File: src/rtl/dassign3_pkg.sv
// rtl/dassign3_pkg.sv - shared types, Morse timing constants and helpers for dassign3
// Purpose: state enum, Morse unit durations (in clock cycles), timer width and
//          a helper that maps a symbol (dot/dash) to its timer load value.
// Ports:   none (package).
package dassign3_pkg;

  typedef enum logic [2:0] {
    IDLE,
    ON,
    GAP,
    CGAP,
    SPACE
  } state_t;

  localparam int DOT_LEN  = 1;
  localparam int DASH_LEN = 3;
  localparam int SYM_GAP  = 1;
  localparam int CHAR_GAP = 3;
  localparam int WORD_GAP = 7;
  localparam int MAX_SYMS = 8;

  // Wide enough to hold the longest load value (WORD_GAP-1).
  localparam int TMR_W = 3;

  // The timer counts down to zero, so a duration of N cycles loads N-1.
  function automatic logic [TMR_W-1:0] sym_load(input logic dash);
    return dash ? TMR_W'(DASH_LEN - 1) : TMR_W'(DOT_LEN - 1);
  endfunction

endpackage

File: src/rtl/morse_timer.sv
// rtl/morse_timer.sv - loadable down-counter timing Morse durations
// Purpose: counts the remaining cycles of the current Morse element.
// Ports:
//   clock      in   rising-edge clock
//   reset      in   synchronous active-high reset, clears the count
//   i_load     in   load i_load_val on this edge (wins over counting)
//   i_load_val in   TMR_W bits, duration minus one
//   o_done     out  count is zero: current cycle is the last of the element
//   o_last     out  count is one: next cycle is the last of the element
module morse_timer
  import dassign3_pkg::*;
(
  input  logic             clock,
  input  logic             reset,
  input  logic             i_load,
  input  logic [TMR_W-1:0] i_load_val,
  output logic             o_done,
  output logic             o_last
);

  logic [TMR_W-1:0] r_count;

  always_ff @(posedge clock) begin
    if (reset) begin
      r_count <= '0;
    end else if (i_load) begin
      r_count <= i_load_val;
    end else if (r_count != '0) begin
      r_count <= r_count - 1'b1;
    end
  end

  assign o_done = (r_count == '0);
  assign o_last = (r_count == TMR_W'(1));

endmodule

File: src/rtl/dassign3.sv
// rtl/dassign3.sv - Morse code character transmitter driving a single LED
// Purpose: accepts one character (symbol pattern + count) at a time and plays
//          it on led_drv with standard Morse timing, 1 unit = 1 clock cycle.
// Ports:
//   char_vald     in   1  one-cycle pulse, code/length valid when high
//   charcode_data in   8  symbol pattern, MSB first, 1 = dash, 0 = dot
//   charlen_data  in   4  symbol count 0..8, 0 = word space (>8 clamps to 8)
//   char_next     out  1  registered one-cycle pulse, character finished
//   led_drv       out  1  registered LED drive, 1 = lit
//   reset         in   1  synchronous active-high reset
//   clock         in   1  rising-edge clock
module dassign3
  import dassign3_pkg::*;
(
  input  logic       char_vald,
  input  logic [7:0] charcode_data,
  input  logic [3:0] charlen_data,
  output logic       char_next,
  output logic       led_drv,
  input  logic       reset,
  input  logic       clock
);

  state_t           r_state;
  logic [7:0]       r_code;
  logic [3:0]       r_sym_left;
  logic             r_led;
  logic             r_next;

  logic [3:0]       w_len_clamp;
  logic             w_tmr_load;
  logic [TMR_W-1:0] w_tmr_val;
  logic             w_tmr_done;
  logic             w_tmr_last;

  assign w_len_clamp = (charlen_data > 4'(MAX_SYMS)) ? 4'(MAX_SYMS) : charlen_data;

  // Timer reload happens on the same edge as the state change, so the
  // duration of the state being entered is selected combinationally here.
  always_comb begin
    w_tmr_load = 1'b0;
    w_tmr_val  = '0;
    case (r_state)
      IDLE: begin
        if (char_vald) begin
          w_tmr_load = 1'b1;
          w_tmr_val  = (w_len_clamp == 4'd0) ? TMR_W'(WORD_GAP - 1)
                                             : sym_load(charcode_data[7]);
        end
      end
      ON: begin
        if (w_tmr_done) begin
          w_tmr_load = 1'b1;
          w_tmr_val  = (r_sym_left == 4'd1) ? TMR_W'(CHAR_GAP - 1)
                                            : TMR_W'(SYM_GAP - 1);
        end
      end
      GAP: begin
        if (w_tmr_done) begin
          w_tmr_load = 1'b1;
          w_tmr_val  = sym_load(r_code[7]);
        end
      end
      default: begin
      end
    endcase
  end

  morse_timer u_timer (
    .clock      (clock),
    .reset      (reset),
    .i_load     (w_tmr_load),
    .i_load_val (w_tmr_val),
    .o_done     (w_tmr_done),
    .o_last     (w_tmr_last)
  );

  always_ff @(posedge clock) begin
    if (reset) begin
      r_state    <= IDLE;
      r_code     <= '0;
      r_sym_left <= '0;
      r_led      <= 1'b0;
      r_next     <= 1'b0;
    end else begin
      r_next <= 1'b0;
      case (r_state)
        IDLE: begin
          if (char_vald) begin
            r_code     <= charcode_data;
            r_sym_left <= w_len_clamp;
            if (w_len_clamp != 4'd0) begin
              r_state <= ON;
              r_led   <= 1'b1;
            end else begin
              r_state <= SPACE;
            end
          end
        end
        ON: begin
          if (w_tmr_done) begin
            r_led <= 1'b0;
            if (r_sym_left == 4'd1) begin
              r_state <= CGAP;
            end else begin
              // Shift while entering the gap so the next symbol's MSB is
              // already in place when the gap ends and reloads the timer.
              r_state    <= GAP;
              r_code     <= {r_code[6:0], 1'b0};
              r_sym_left <= r_sym_left - 4'd1;
            end
          end
        end
        GAP: begin
          if (w_tmr_done) begin
            r_state <= ON;
            r_led   <= 1'b1;
          end
        end
        CGAP, SPACE: begin
          // Raise char_next one edge early so it lands on the final gap cycle.
          if (w_tmr_last) begin
            r_next <= 1'b1;
          end
          if (w_tmr_done) begin
            r_state <= IDLE;
          end
        end
        default: begin
          r_state <= IDLE;
          r_led   <= 1'b0;
        end
      endcase
    end
  end

  assign char_next = r_next;
  assign led_drv   = r_led;

endmodule

File: config.mk
export PLATFORM = sky130hd
export DESIGN_NAME = dassign3
export DESIGN_NICKNAME = d
export VERILOG_FILES = /design/src/rtl/dassign3_pkg.sv /design/src/rtl/morse_timer.sv /design/src/rtl/dassign3.sv
export SDC_FILE = /design/constraint.sdc
export NUM_CORES = 1
export LEC_CHECK = 0
export ABC_CLOCK_PERIOD_IN_PS = 2400
export CELL_PAD_IN_SITES_DETAIL_PLACEMENT = 0
export CELL_PAD_IN_SITES_GLOBAL_PLACEMENT = 1
export CORE_UTILIZATION = 41
export DETAILED_ROUTE_END_ITERATION = 8
export PLACE_DENSITY_LB_ADDON = 0.1
export SETUP_SLACK_MARGIN = 0.5
export SLEW_MARGIN = 15
export SYNTH_ARGS = -nofsm -noshare
export SYNTH_HDL_FRONTEND = slang
export SYNTH_SLANG_ARGS = --single-unit
export TNS_END_PERCENT = 10
File: constraint.sdc
create_clock -name clock -period 2.4 [get_ports clock]
set_input_delay 0.48 -clock clock [delete_from_list [all_inputs] [get_ports clock]]
set_output_delay 0.48 -clock clock [all_outputs]
set_load 0.02 [all_outputs]
==> results of run 1 <==
state kept, by name, indices dropped and copies added, names as in the netlist:
name / flops
r_state: 3
char_next: 1
u_timer.r_count: 3
led_drv: 1
r_sym_left: 4
r_code: 8
synthesized netlist by cell type (all sizes together) (2+ instances only):
master	number	share of area, %
nand2	5	1.5
a21oi	16	6.5
inv	7	2.1
nor2b	2	1.0
or3	2	1.0
nor2	9	2.7
mux2i	8	6.5
or4	3	1.8
a2111oi	2	1.4
a311oi	7	5.0
ha	5	5.1
a211oi	4	2.8
buf	5	3.8
o21ai	8	3.3
dfxtp	20	33
nor4	2	1.0
nor4b	2	2.6
nand2b	2	1.6
a22oi	2	1.2
nor3	2	1.2
clkbuf	5	1.5
or3b	2	1.4
stage by stage:
stage / hold slack (ps) / util, %
2_1_floorplan: 457.9 / -
3_3_place_gp: 451.8 / 49.73
3_5_place_dp: 462.8 / 49.73
4_1_cts: 481.1 / 51.03
5_1_grt: 489.7 / 52.32
6_report: 474.8 / 52.32
power breakdown:
group | switching [W] | internal (W)
clock network | 0.000111 | 0.0000926
logic | 0.000513 | 0.000429
registers | 0.000108 | 0.000455
timing repair:
item | 4_1_cts | 5_1_grt
setup endpoints to repair | 0 | 11
resized for setup | 0 | 6
buffers inserted | 0 | 3
kinds of logic (layout without fill, tap and decap cells):
logic type / after synthesis / count (layout)
xor gates and xnor gates: 1 / 1
and+or+nand+nor: 38 / 38
DFF: 20 / 20
buffers and inverters: 17 / 34
adders and majority gates: 5 / 5
AOI/OAI and AO/OA: 47 / 47
muxes: 8 / 8
area by class of cell:
class	count	area, um^2	share of cell area (%)
multi-input combinational	99	753.2	51.32
sequential	20	400.4	27.28
timing repair buffer	23	212.7	14.49
tap	31	38.79	2.643
clock buffer	4	36.28	2.472
inverter	7	26.28	1.790
path summary, 6_finish.rpt:
check	end	cells past startpoint	slack (ps)	startpoint
min	led_drv	2	470	led_drv
max	r_sym_left[3]	6	570	u_timer.r_count[0]
max reg2reg	r_sym_left[3]	6	570	u_timer.r_count[0]
min reg2reg	led_drv	2	470	led_drv
worst max-delay path: stages, from the launching register on:
cell and delay [ps]:
dfxtp_1 330, inv_1 110, ha_1 250, nand2b_4 130
or4_1 450, a211o_1 330, a211oi_2 160
layer usage:
metal / track usage [%] / vias up
met3: 4.608 / 4
met4: 5.575 / 0
li1: - / 549
met2: 30.10 / 16
met1: 23.94 / 520
met5: 0 / -
==> impl_metrics.yaml, run 1 <==
worst_setup_path:
  worstSetupPathType: "reg2reg"
  worstPathMaxFanout: 9
  critical_path.endpoint_type: "flip-flop"
  arrival_ps: 2060
  required_ps: 2640
  cp-start-kind: "flip-flop"
clock_tree:
  clk_latency_ps: 300
  h-tree-depth: 1
  clk_pin_slew_worst_paths_ps: 120
  cts_tree: "yes"
  clockBufferDepth: 2
  clock-sinks: 20
  root_buffer: "clkbuf_4"
  cts_hold_buf: 0
  cts_buffers: 3
routing:
  wl_met1_mm: 1.382
  routed-wl-met3_um: 88
  dr.max_layer_used: "met4"
  drt_first_iter_violations: 47
  totalWireLength_mm: 2.820
  vias_per_cell: 5.918
  final_antenna_net_count: 0
  vias: 1089
  wl_met2_mm: 1.313
  wl_per_cell_um: 15.33
  first_pass_iters: 6
  drc: 2
cells_and_area:
  instances_no_fill: 184
  fin_area_um2: 1468
  finalNetCount: 174
  layout_common_cells: "dfxtp_1 (20), a21oi_1 (16), clkdlybuf4s50_1 (16), nor2_1 (9), mux2i_1 (8)"
  syn2layout_area_growth_pct: 19.21
  final_common_cell: "dfxtp_1"
  num_antenna_cells: 0
  drive_gt1_share_pct: 14.38
  fillCellCount: 269
placement:
  place_area_um2: 1395
  placed_cells: 177
  gp_congestion: 0.7374
  place_ws_ps: 173.9
  port_buffers: 16
  dp_hpwl_mm: 1.919
synth:
  synth_top_family_by_area: "compound AO/OA/AOI/OAI gates"
  yosysSeqAreaShare_pct: 32.52
  syn_nets: 156
  async_flop_share_pct: 0
  ys_types: 45
  ys.flop_type: "dfxtp_1"
  synth_xor_area_share_pct: 0.7114
  syn_area_per_cell_um2: 9.053
  synth_compound_area_share_pct: 26.42
  synthMuxAreaShare_pct: 6.504
  yosysWarnings: 0
  yosys.area_share.simple_pct: 21.34
  synth_area_um2: 1231
  ys_ff_latch: 20
  syn_inst: 136
  synthAdderAreaFrac_pct: 5.081
  synth_edf_count: 0
grt:
  gr-total-overflow: 0
  grt_pass1_wl_mm: 4.616
  first_global_vias: 1025
  grt_util_all_layers_pct: 18.45
  grt_max_degree: 20
  grt_antenna_before_repair: 0
power:
  leakage_nw: 0.5643
  pwr_density_cell_nw_per_um2: 1164
  design_power_total_w: 0.001708
  irDropWorstVdd_v: 0.0006078
sta:
  slew_viol_final: 0
  final_hold_viol_count: 0
  rsz0062_at_grt: "yes"
  period_share_pct: 76.05
  fin_setup_tns_ps: 0
  fin_skew_ps: 2.085
  min_period_ps: 1825
  timing.fmax_ghz: 0.5479
  layout_setup_ws_ps: 574.9
  worst-slew-pin-transition_ps: 591.4
  setup_viol: 0
  slew_headroom_pct: 60.52
hold_path:
  hp-class: "reg2reg"
floorplanning:
  rows: 19
  start_util_pct: 43.89
  ioPinCount: 17
  die_area_um2: 3226
  core_um2: 2805
  die_h_um: 56.80
  die_w_um: 56.80
flow_run:
  cap_violations: 0
outcome:
  status: "complete, but fails checks"
  violations: "DRC"
Note: power is estimated with default switching activity, not from simulation.
==> run 2: changes to the inputs <==
- ABC_CLOCK_PERIOD_IN_PS: 2400 -> 1750
- clock period: 2.4 -> 1.75 ns (I/O delays scaled with it)
==> run 2 against run 1 <==
Compared with the run above:
- clock-buffer cell count stayed put
- the flow still finishes with violations (DRC)
- wire length increased by 12%
- via count rose by 6.6%
==> impl_metrics.yaml, run 2 (same netlist as run 1, synthesis figures left out) <==
outcome:
  status: "complete, but fails checks"
  violations: "DRC"
worst_setup_path:
  worstSetupPathType: "reg2reg"
  timing.critical_path.to: "r_code[4]"
  critical-path-top-delay-family: "compound AO/OA/AOI/OAI gates"
  crit_start: "r_sym_left[1]"
  path_depth: 7
  slowest_stage: "or3b_4"
  reg2reg_depth: 7
  slowest_delay_ps: 420
  cp-start-kind: "flip-flop"
  r2r-end: "r_code[4]"
  path_buf_inv: 3
  required_ps: 1970
  critical_path.endpoint_type: "flip-flop"
  arrival_ps: 1950
  rrSetupSlack_ps: 30
  cp_cell_sequence: "inv_2, ha_4, or3b_4, a21o_4, buf_12, buf_6, a311oi_2"
  reg2reg_from: "r_sym_left[1]"
  worstPathMaxFanout: 7
sta:
  rsz0062_at_grt: "yes"
  min_period_ps: 1723
  fin_setup_tns_ps: 0
  holdWs_ps: 476.7
  fin_skew_ps: 1.968
  final_hold_viol_count: 0
  slew_viol_final: 0
  layout_setup_ws_ps: 26.92
  timing.fmax_ghz: 0.5804
  setup_viol: 0
  slew_headroom_pct: 76.44
  worst-slew-pin-transition_ps: 352.5
  period_share_pct: 98.46
grt:
  grt_util_all_layers_pct: 20.35
  grt_max_degree: 12
  grt_antenna_before_repair: 0
  first_global_vias: 1094
  grt_pass1_wl_mm: 5.106
  gr-total-overflow: 0
cells_and_area:
  finalNetCount: 194
  largest_reg_flops: 8
  drive_gt1_share_pct: 41.62
  top_regs: "r_code (8), r_sym_left (4)"
  post-route-util_pct: 65.79
  layout_common_cells: "buf_4 (20), dfxtp_1 (13), a21oi_1 (12), nor2_1 (9), clkdlybuf4s50_1 (9)"
  syn2layout_area_growth_pct: 49.90
  final_common_cell: "buf_4"
  top_register: "r_code"
  num_antenna_cells: 0
power:
  irDropWorstVdd_v: 0.0009810
  leakage_nw: 0.7767
  pwr_density_cell_nw_per_um2: 1643
clock_tree:
  root_buffer: "clkbuf_4"
  clk_pin_slew_worst_paths_ps: 120
  clk_latency_ps: 300
  clock-sinks: 20
  cts_buffers: 3
  clockBufferDepth: 2
  cts_hold_buf: 0
  h-tree-depth: 1
  cts_tree: "yes"
routing:
  drt_first_iter_violations: 32
  first_pass_iters: 6
  final_antenna_net_count: 0
  vias: 1161
  wl_per_cell_um: 15.43
  vias_per_cell: 5.691
  drc: 2
  totalWireLength_mm: 3.147
placement:
  port_buffers: 16
  dp_hpwl_mm: 2.114
  place_ws_ps: -201.4
  gp_congestion: 0.7422
flow_run:
  cap_violations: 0
floorplanning:
  core_um2: 2805
  start_util_pct: 43.89
  rows: 19
  die_area_um2: 3226
  die_h_um: 56.80
  ioPinCount: 17
  die_w_um: 56.80
hold_path:
  hp-class: "reg2reg"
## run 2: routing by layer
layer | wire [um] | GRT usage (%) | part of all wire (%) | up-vias
met5 | 0 | 0 | 0 | -
met4 | 22 | 3.136 | 0.70 | 0
met3 | 87 | 4.839 | 2.8 | 2
met2 | 1464 | 30.95 | 47 | 13
met1 | 1573 | 29.62 | 50 | 551
li1 | - | - | - | 595
## run 2: area by class of cell
cell class / count / area [um^2]
repair buffers: 43 / 436.7
well taps: 31 / 38.79
flip-flops and latches: 20 / 409.1
inverters: 7 / 31.28
clock buffers: 4 / 36.28
fillers: 244 / 959.7
multi-input cells: 99 / 893.4
## run 2: how the worst min path moves through the flow
| stage | depth (start not counted) | from | slack (ps) | end |
|---|---|---|---|---|
| CTS | 2 | led_drv | 480 | led_drv |
| finish | 2 | led_drv | 480 | led_drv |
| floorplan | 2 | r_code[0] | 460 | r_code[0] |
| detailed placement | 2 | led_drv | 460 | led_drv |
| global route | 2 | led_drv | 500 | led_drv |
| global placement | 2 | led_drv | 460 | led_drv |
## run 2: timing repair
item,4_1_cts,5_1_grt
setup buffers,2,1
endpoints found under the setup margin,22,22
gates cloned,1,0
gates resized for setup,11,42
pin swaps,2,16
## run 2: tightest hold or removal path, stage by stage, from the launching register on
cell	delay (ps)
dfxtp_1	330
nand2b_1	60
o21ai_1	50
## run 2: where the power goes
part	switching (W)	internal (W)	leakage (nW)
clock	0.000150	0.000127	0.0210
sequential	0.000150	0.000636	0.168
combinational	0.000931	0.00104	0.588
total	0.00123	0.00180	0.777
## run 2: per-stage QoR
| stage | std cells | total power [W] | instance area, um^2 |
|---|---|---|---|
| after detailed placement | 196 | 0.002299 | 1579 |
| after global routing | 204 | 0.003247 | 1846 |
| after floorplan | 136 | 0.001851 | 1247 |
| after global placement | 196 | 0.002275 | 1579 |
| after CTS | 203 | 0.002785 | 1702 |
| final | 204 | 0.003032 | 1846 |
